[config.mk]
export PLATFORM = sky130hd
export DESIGN_NAME = dmem_arbiter
export DESIGN_NICKNAME = d
export VERILOG_FILES = /design/src/rtl/dmem_arbiter.sv
export SDC_FILE = /design/constraint.sdc
export NUM_CORES = 1
export LEC_CHECK = 0
export CAP_MARGIN = 0
export CORE_MARGIN = 2
export CORE_UTILIZATION = 44
export DETAILED_ROUTE_END_ITERATION = 16
export GPL_ROUTABILITY_DRIVEN = 0
export GPL_TIMING_DRIVEN = 0
export PLACE_DENSITY = 0.95
export SYNTH_ARGS = -nofsm -noshare
export SYNTH_HDL_FRONTEND = slang
export SYNTH_SLANG_ARGS = --single-unit
[constraint.sdc]
create_clock -name clk -period 3.92 [get_ports clk]
set_input_delay 0.784 -clock clk [delete_from_list [all_inputs] [get_ports clk]]
set_output_delay 0.784 -clock clk [all_outputs]
set_load 0.01 [all_outputs]
[src/rtl/dmem_arbiter.sv]
// Two-port data-memory arbiter: IDLE -> ACCESS -> RESP, one access per two cycles.
// Define DMEM_ARB_RR_EN to break ties round-robin; otherwise port 0 always wins ties.
module dmem_arbiter (
    input  logic        clk,
    input  logic        rst_n,
    input  logic        req0,
    input  logic [31:0] addr0,
    input  logic [31:0] wdata0,
    input  logic        we0,
    input  logic        byte0,
    input  logic        req1,
    input  logic [31:0] addr1,
    input  logic [31:0] wdata1,
    input  logic        we1,
    input  logic        byte1,
    output logic        gnt0,
    output logic        done0,
    output logic [31:0] rdata0,
    output logic        gnt1,
    output logic        done1,
    output logic [31:0] rdata1,
    output logic [31:0] mem_a,
    output logic [31:0] mem_wd,
    output logic        mem_we,
    output logic        mem_adtp,
    input  logic [31:0] mem_rd
);

    typedef enum logic [1:0] {IDLE, ACCESS, RESP} state_t;

    state_t      state;
    logic        port_q;
    logic        win;
    logic [31:0] rd_ext;

`ifdef DMEM_ARB_RR_EN
    logic rr_ptr;

    always_comb begin
        win = 1'b0;
        if (req0 && req1) win = rr_ptr;
        else              win = !req0;
    end
`else
    always_comb win = !req0;
`endif

    // mem_adtp still holds the latched byte flag while in ACCESS
    always_comb rd_ext = mem_adtp ? {24'b0, mem_rd[7:0]} : mem_rd;

    always_ff @(posedge clk or negedge rst_n) begin
        if (!rst_n) begin
            state    <= IDLE;
            port_q   <= 1'b0;
            gnt0     <= 1'b0;
            gnt1     <= 1'b0;
            done0    <= 1'b0;
            done1    <= 1'b0;
            rdata0   <= 32'b0;
            rdata1   <= 32'b0;
            mem_a    <= 32'b0;
            mem_wd   <= 32'b0;
            mem_we   <= 1'b0;
            mem_adtp <= 1'b0;
`ifdef DMEM_ARB_RR_EN
            rr_ptr   <= 1'b0;
`endif
        end else begin
            gnt0   <= 1'b0;
            gnt1   <= 1'b0;
            done0  <= 1'b0;
            done1  <= 1'b0;
            mem_we <= 1'b0;
            case (state)
                IDLE, RESP: begin
                    if (req0 || req1) begin
                        state    <= ACCESS;
                        port_q   <= win;
                        gnt0     <= !win;
                        gnt1     <= win;
                        mem_a    <= win ? addr1  : addr0;
                        mem_wd   <= win ? wdata1 : wdata0;
                        mem_we   <= win ? we1    : we0;
                        mem_adtp <= win ? byte1  : byte0;
`ifdef DMEM_ARB_RR_EN
                        rr_ptr   <= !win;
`endif
                    end else begin
                        state <= IDLE;
                    end
                end
                ACCESS: begin
                    state <= RESP;
                    done0 <= !port_q;
                    done1 <= port_q;
                    if (port_q) rdata1 <= rd_ext;
                    else        rdata0 <= rd_ext;
                end
                default: state <= IDLE;
            endcase
        end
    end

endmodule

==> qor.json, run 1 <==
{
  "sta": {
    "finalHoldViolCount": 0,
    "rsz0062_at_grt": "no",
    "timing.final.crit_period_ns": 2.369,
    "final_min_period_over_clock_period_pct": 60.45,
    "report.final.slew_viol_count": 0,
    "highest_clock_frequency_the_design_can_meet_ghz": 0.4220,
    "worst_slew_pin_slew_ns": 0.5408,
    "hold-worst-slack_ns": 0.3221,
    "setup_viol": 0,
    "worst_slack_ns": 1.551,
    "timing.max_slew.rel_slack_pct": 63.95,
    "clock_skew_ns": 0.01074
  },
  "grt": {
    "grt_first_pass_wirelength_mm": 30.46,
    "grtUsageTotal_pct": 27.36,
    "global_route.usage.met1_pct": 31.52,
    "grt_remaining_overflow": 0,
    "use_met2_pct": 48.17,
    "via_count_of_the_first_global_routing_pass": 5684,
    "top_usage_layer": "met2",
    "antenna_found_initial": 0,
    "global_route.usage.met3_pct": 8.694,
    "grt_max_degree": 84
  },
  "routing": {
    "post-route-drc-count": 0,
    "finalWirelength_mm": 19.93,
    "route.vias.total": 5439,
    "drt_pass1_iterations": 9,
    "detail_route.vias_per_cell": 5.195,
    "detail-route-antenna-nets": 0,
    "drt_iter0_markers": 474,
    "wl_per_cell_um": 19.03
  },
  "floorplanning": {
    "die_area_sq_um": 14660,
    "fp.dieW_um": 121.1,
    "starting_density_pct": 45.37,
    "ios": 302,
    "core-area_sq_um": 13300,
    "std_cell_rows": 42,
    "fp.dieH_um": 121.1
  },
  "cts": {
    "clock_tree.root_cell": "clkbuf_16",
    "insertion_delay_ns": 0.41,
    "cts_tree": "done",
    "cts.reportedPaths.clkPinSlew_ns": 0.06,
    "cts_max_path_buffers": 2,
    "htree_num_levels": 4,
    "post_cts_hold_fix_bufs": 0,
    "post_cts_setup_bufs": 0,
    "clock_sinks": 137,
    "cts_resized": 0,
    "numCtsBuffers": 17
  },
  "worst_setup_path": {
    "worst_path_dominant_cell_family": "buffers and inverters",
    "critical-path-max-stage-delay_ns": 0.61,
    "setup.worst_path.class": "reg -> out",
    "setup.reg_to_reg.worst_slack_ns": 2.20,
    "worst_path_max_fanout": 8,
    "end_kind": "primary output",
    "worst-endpoint-required_ns": 3.14,
    "critical_path.slowest_cell": "clkdlybuf4s50_1",
    "crit_chain": "clkdlybuf4s50_1",
    "worstPathBufferInverterCount": 1,
    "timing.critical_path.from_type": "flop",
    "worstPathArrival_ns": 1.59
  },
  "power_and_ir_drop": {
    "static-leakage-power_nw": 4.691,
    "power_density_nw_per_um2": 560.8,
    "maximum_resistive_drop_on_vdd_mv": 0.2383
  },
  "synth": {
    "seq_area_frac_synth_pct": 56.83,
    "synthArstFlopShare_pct": 100.0,
    "synth.lib_cells_used.distinct": 18,
    "synthesized_nets": 705,
    "warnings_from_yosys": 0,
    "synth-edff-count": 0,
    "synth_register_bits": 137,
    "netlist_instances": 537,
    "post-synth-top-area-fraction_pct": 56.83,
    "dominant_synthesized_flop_cell": "dfrtp_1",
    "synth.cell_area_sq_um": 6032,
    "synthDominantAreaCellType": "dfrtp_1",
    "post_synth_main_area_contributors": "dfrtp_1 57%, mux2_2 11%, a222oi_1 11%",
    "synth.avg_cell_area_sq_um": 11.23
  },
  "run_status": {
    "outcome": "finished clean"
  },
  "layout": {
    "final_cells": 1047,
    "antenna_cells_inserted": 0,
    "regArea_sq_um": 3428,
    "fin_nets": 1026,
    "stdcell_area_sq_um": 9905,
    "layout.core_utilization_pct": 74.50,
    "multi_input_comb_area_sq_um": 1864,
    "syn_to_final_growth_pct": 64.20,
    "layout.filler_cells": 847,
    "final_layout_size_suffix_gt1_share_pct": 13.78
  },
  "worst_hold_path": {
    "worst_hold_path_type": "in -> async"
  },
  "placement": {
    "dpl_cell_area_sq_um": 9294,
    "hpwl_mm": 14.84,
    "placed_cells_incl_taps": 1015,
    "placement.io_buffers": 301,
    "dp_worst_setup_slack_ns": 1.354
  },
  "run": {
    "max-cap-violations": 0
  }
}
-- stage by stage --
step	setup TNS, ns	power, mW
6_report	0	5.554
5_1_grt	0	5.810
4_1_cts	0	5.592
3_5_place_dp	0	3.907
3_3_place_gp	-459.53	3.828
2_1_floorplan	0	2.738
-- layout make-up --
type	instances	area share, %
buffer	38	2.463
clock buffer	19	4.472
clock inverter	13	1.693
inverter	132	5.003
multi-input combinational	230	18.82
sequential	137	34.61
tap	176	2.223
timing repair buffer	302	30.71
-- placed cells by master (no fill, tap or decap), drive strengths merged, types with 2 or more instances in the layout --
cell / count
clkinvlp: 2
a21oi: 2
buf: 26
bufinv: 3
inv: 135
dfrtp: 137
nor2b: 28
nor2: 65
clkinv: 5
mux2: 64
clkdlybuf4s50: 300
a222oi: 65
clkbuf: 33
-- routing by layer --
metal,up-vias,wire length [um]
met5,-,0
li1,2450,-
met3,40,1840
met2,283,10290
met4,0,442
met1,2666,7353
-- Yosys cell counts, types with 2 or more instances --
cell type	instances
mux2_1	3
nor2_1	65
buf_2	12
dfrtp_1	137
nor2b_1	28
a222oi_1	65
mux2_2	61
clkbuf_1	14
inv_1	132
buf_6	11
a21oi_1	2
-- report_power, final --
| part | switching [mW] | internal (mW) | total, mW |
|---|---|---|---|
| registers | 0.227 | 1.79 | 2.02 |
| logic | 0.753 | 1.13 | 1.88 |
| clock network | 0.634 | 1.02 | 1.66 |
| total | 1.61 | 3.94 | 5.55 |
-- path summary, 6_finish.rpt --
path                            start          to  cells after the start
setup / recovery             mem_adtp    mem_adtp                      1
hold / removal                  rst_n  mem_wd[19]                      1
setup reg to reg             state[0]   rdata0[4]                      4
hold reg to reg            rdata0[21]  rdata0[21]                      1
max in group asynchronous       rst_n  rdata0[24]                      2
min in group clk           rdata0[21]  rdata0[21]                      1
-- logic make-up (layout without fill, tap and decap cells) --
group | count (synthesis) | in the layout | synth area share, %
mux | 64 | 64 | 11.95
buf+inv | 170 | 504 | 12.26
flops | 137 | 137 | 56.83
compound gates | 68 | 68 | 11.26
simple gates | 98 | 98 | 7.696
-- sequential cells by signal, summed over array words and instances (netlist names), 2 cells and up --
name    flops
mem_a      32
mem_wd     32
state       2
rdata1     32
rdata0     32
Power figures use the tool's default switching activity.
==> inputs of run 2 (changes only) <==
--- a/config.mk
+++ b/config.mk
@@ -7,11 +7,11 @@
 export LEC_CHECK = 0
 export CAP_MARGIN = 0
 export CORE_MARGIN = 2
-export CORE_UTILIZATION = 44
+export CORE_UTILIZATION = 37
 export DETAILED_ROUTE_END_ITERATION = 16
 export GPL_ROUTABILITY_DRIVEN = 0
 export GPL_TIMING_DRIVEN = 0
-export PLACE_DENSITY = 0.95
+export PLACE_DENSITY = 0.87
 export SYNTH_ARGS = -nofsm -noshare
 export SYNTH_HDL_FRONTEND = slang
 export SYNTH_SLANG_ARGS = --single-unit
==> constraint.sdc (replaced) <==
create_clock -name clk -period 2.16 [get_ports clk]
set_input_delay 0.432 -clock clk [delete_from_list [all_inputs] [get_ports clk]]
set_output_delay 0.432 -clock clk [all_outputs]
set_load 0.01 [all_outputs]
==> run 2 against run 1 <==
Sequential share of layout area about the same. Utilization down 12 points. First-iteration DRC count down 1.9%. Clock skew down 0.0014 ns. Power up 77%.
==> qor.json, run 2 (synthesized netlist as in run 1, its figures left out) <==
{
  "sta": {
    "timing.max_slew.rel_slack": {"value": 57.39, "unit": "%", "change": "-6.6 points"},
    "highest_clock_frequency_the_design_can_meet_ghz": 0.4952,
    "final_min_period_over_clock_period_pct": 93.48,
    "worst_slack": {"value": 0.1408, "unit": "ns", "change": "-1.410 ns"},
    "setup_viol": {"value": 0, "change": "unchanged"},
    "finalHoldViolCount": {"value": 0, "change": "unchanged"},
    "rsz0062_at_grt": "no",
    "report.final.slew_viol_count": {"value": 0, "change": "unchanged"},
    "worst_slew_pin_slew": {"value": 0.6391, "unit": "ns", "change": "+0.09837 ns"},
    "sum_neg_setup_slack": {"value": 0, "unit": "ns", "change": "unchanged"},
    "clock_skew": {"value": 0.009320, "unit": "ns", "change": "-0.001423 ns"},
    "timing.final.crit_period_ns": 2.019
  },
  "worst_setup_path": {
    "worst_path_dominant_cell_family": "buffers and inverters",
    "critPathLaunch": "mem_adtp",
    "worst_path_max_fanout": {"value": 8, "change": "unchanged"},
    "worstPathArrival": {"value": 1.59, "unit": "ns", "change": "about the same"},
    "reg_to_reg_startpoint": "mem_adtp",
    "crit_chain": "clkdlybuf4s50_1",
    "worstPathBufferInverterCount": {"value": 1, "change": "unchanged"},
    "critical_path.slowest_cell": "clkdlybuf4s50_1",
    "worst-endpoint-required": {"value": 1.73, "unit": "ns", "change": "-1.41 ns"},
    "setup.worst_path.class": "reg -> out",
    "critical-path-max-stage-delay": {"value": 0.61, "unit": "ns", "change": "about the same"},
    "timing.critical_path.from_type": "flop",
    "end_kind": "primary output"
  },
  "floorplanning": {
    "ios": {"value": 302, "change": "unchanged"},
    "starting_density": {"value": 37.97, "unit": "%", "change": "-7.4 points"},
    "die_area": {"value": 17340, "unit": "sq um", "change": "+18%"},
    "fp.dieH": {"value": 131.7, "unit": "um", "change": "+8.8%"},
    "core-area": {"value": 15890, "unit": "sq um", "change": "+19%"},
    "std_cell_rows": {"value": 46, "change": "+9.5%"},
    "fp.dieW": {"value": 131.7, "unit": "um", "change": "+8.8%"}
  },
  "cts": {
    "cts.reportedPaths.clkPinSlew": {"value": 0.06, "unit": "ns", "change": "about the same"},
    "clock_sinks": {"value": 137, "change": "unchanged"},
    "cts_max_path_buffers": {"value": 2, "change": "unchanged"},
    "post_cts_hold_fix_bufs": {"value": 0, "change": "unchanged"},
    "cts_tree": "done",
    "clock_tree.root_cell": "clkbuf_16",
    "numCtsBuffers": {"value": 17, "change": "unchanged"},
    "post_cts_setup_bufs": {"value": 0, "change": "unchanged"},
    "htree_num_levels": {"value": 4, "change": "unchanged"},
    "insertion_delay": {"value": 0.40, "unit": "ns", "change": "about the same"},
    "cts_resized": {"value": 0, "change": "unchanged"}
  },
  "placement": {
    "placed_cells_incl_taps": {"value": 1055, "change": "+3.9%"},
    "hpwl": {"value": 14.40, "unit": "mm", "change": "-3.0%"},
    "placement.io_buffers": {"value": 301, "change": "unchanged"},
    "dp_worst_setup_slack": {"value": -0.09026, "unit": "ns", "change": "-1.444 ns"},
    "dpl_cell_area": {"value": 9344, "unit": "sq um", "change": "+0.54%"}
  },
  "layout": {
    "final_cells": {"value": 1086, "change": "+3.7%"},
    "fin_nets": {"value": 1026, "change": "unchanged"},
    "antenna_cells_inserted": {"value": 0, "change": "unchanged"},
    "layout.core_utilization": {"value": 62.44, "unit": "%", "change": "-12 points"},
    "final_common_cell": "clkdlybuf4s50_1",
    "final_layout_size_suffix_gt1_share": {"value": 13.68, "unit": "%", "change": "-0.099 points"},
    "layout.cells.most_common_list": "300 x clkdlybuf4s50_1, 137 x dfrtp_1, 132 x inv_1",
    "syn_to_final_growth_pct": 64.43,
    "stdcell_area": {"value": 9918, "unit": "sq um", "change": "+0.14%"}
  },
  "routing": {
    "wl_per_cell": {"value": 17.44, "unit": "um", "change": "-8.4%"},
    "detail_route.vias_per_cell": {"value": 4.912, "change": "-5.5%"},
    "detail-route-antenna-nets": {"value": 0, "change": "unchanged"},
    "post-route-drc-count": {"value": 0, "change": "unchanged"},
    "drt_pass1_iterations": {"value": 8, "change": "-1"},
    "finalWirelength": {"value": 18.94, "unit": "mm", "change": "-5.0%"},
    "drt_iter0_markers": {"value": 465, "change": "-1.9%"},
    "route.vias.total": {"value": 5334, "change": "-1.9%"}
  },
  "run_status": {
    "outcome": "finished clean"
  },
  "grt": {
    "grt_first_pass_wirelength": {"value": 30.15, "unit": "mm", "change": "-1.0%"},
    "grt_max_degree": {"value": 72, "change": "-14%"},
    "via_count_of_the_first_global_routing_pass": {"value": 5691, "change": "+0.12%"},
    "grtUsageTotal": {"value": 21.98, "unit": "%", "change": "-5.4 points"},
    "grt_remaining_overflow": {"value": 0, "change": "unchanged"},
    "antenna_found_initial": {"value": 0, "change": "unchanged"}
  },
  "worst_hold_path": {
    "worst_hold_path_type": "in -> async"
  },
  "power_and_ir_drop": {
    "maximum_resistive_drop_on_vdd": {"value": 0.5052, "unit": "mV", "change": "+110%"},
    "static-leakage-power": {"value": 4.670, "unit": "nW", "change": "-0.44%"},
    "power_density": {"value": 991.9, "unit": "nW/um^2", "change": "+77%"}
  },
  "run": {
    "max-cap-violations": {"value": 0, "change": "unchanged"}
  }
}
[run 2: cell count changes in the layout (fill, tap and decap cells not counted)]
cell / before / now
clkinv_4: 3 / 2
clkinvlp_4: 2 / 3
inv_6: 3 / 4
clkbuf_8: 1 / 0
bufinv_16: 3 / 2
[run 2: cell type report]
class                   count  area (sq um)
fillers                  1256          5967
flip-flops and latches    137          3428
repair buffers            302          3042
multi-input cells         230          1864
inverters                 132         495.5
clock buffers              18         429.2
well taps                 216         270.3
plain buffers              38         244.0
clock inverters            13         145.1
[run 2: stage by stage]
step / hold WS, ns / total power, mW
after floorplan: 0.1364 / 4.968
after global placement: 0.4677 / 6.948
after detailed placement: 0.4751 / 7.066
after CTS: 0.04723 / 9.936
after global routing: 0.06310 / 10.32
final: 0.02808 / 9.838
[run 2: worst paths after layout]
check / endpoint / slack (ns) / depth (start not counted)
setup reg to reg: mem_adtp / 0.37 / 3
setup / recovery: mem_adtp / 0.14 / 1
min in group clk: rdata0[21] / 0.48 / 1
hold reg to reg: rdata0[21] / 0.48 / 1
max in group asynchronous: mem_wd[10] / 1.35 / 2
hold / removal: done1 / 0.03 / 1
[run 2: layer usage]
| layer | wire length, um | up-vias | GRT usage (%) |
|---|---|---|---|
| met2 | 9594 | 260 | 38.19 |
| met5 | 0 | - | 0 |
| met4 | 388 | 0 | 7.669 |
| met1 | 7202 | 2598 | 25.43 |
| li1 | - | 2448 | - |
| met3 | 1751 | 28 | 7.176 |
[run 2: report_power, final]
| group | switching, mW | internal [mW] | total (mW) | leakage, nW |
|---|---|---|---|---|
| logic | 1.34 | 2.04 | 3.38 | 2.76 |
| clock network | 1.12 | 1.71 | 2.83 | 0.274 |
| registers | 0.378 | 3.25 | 3.63 | 1.64 |
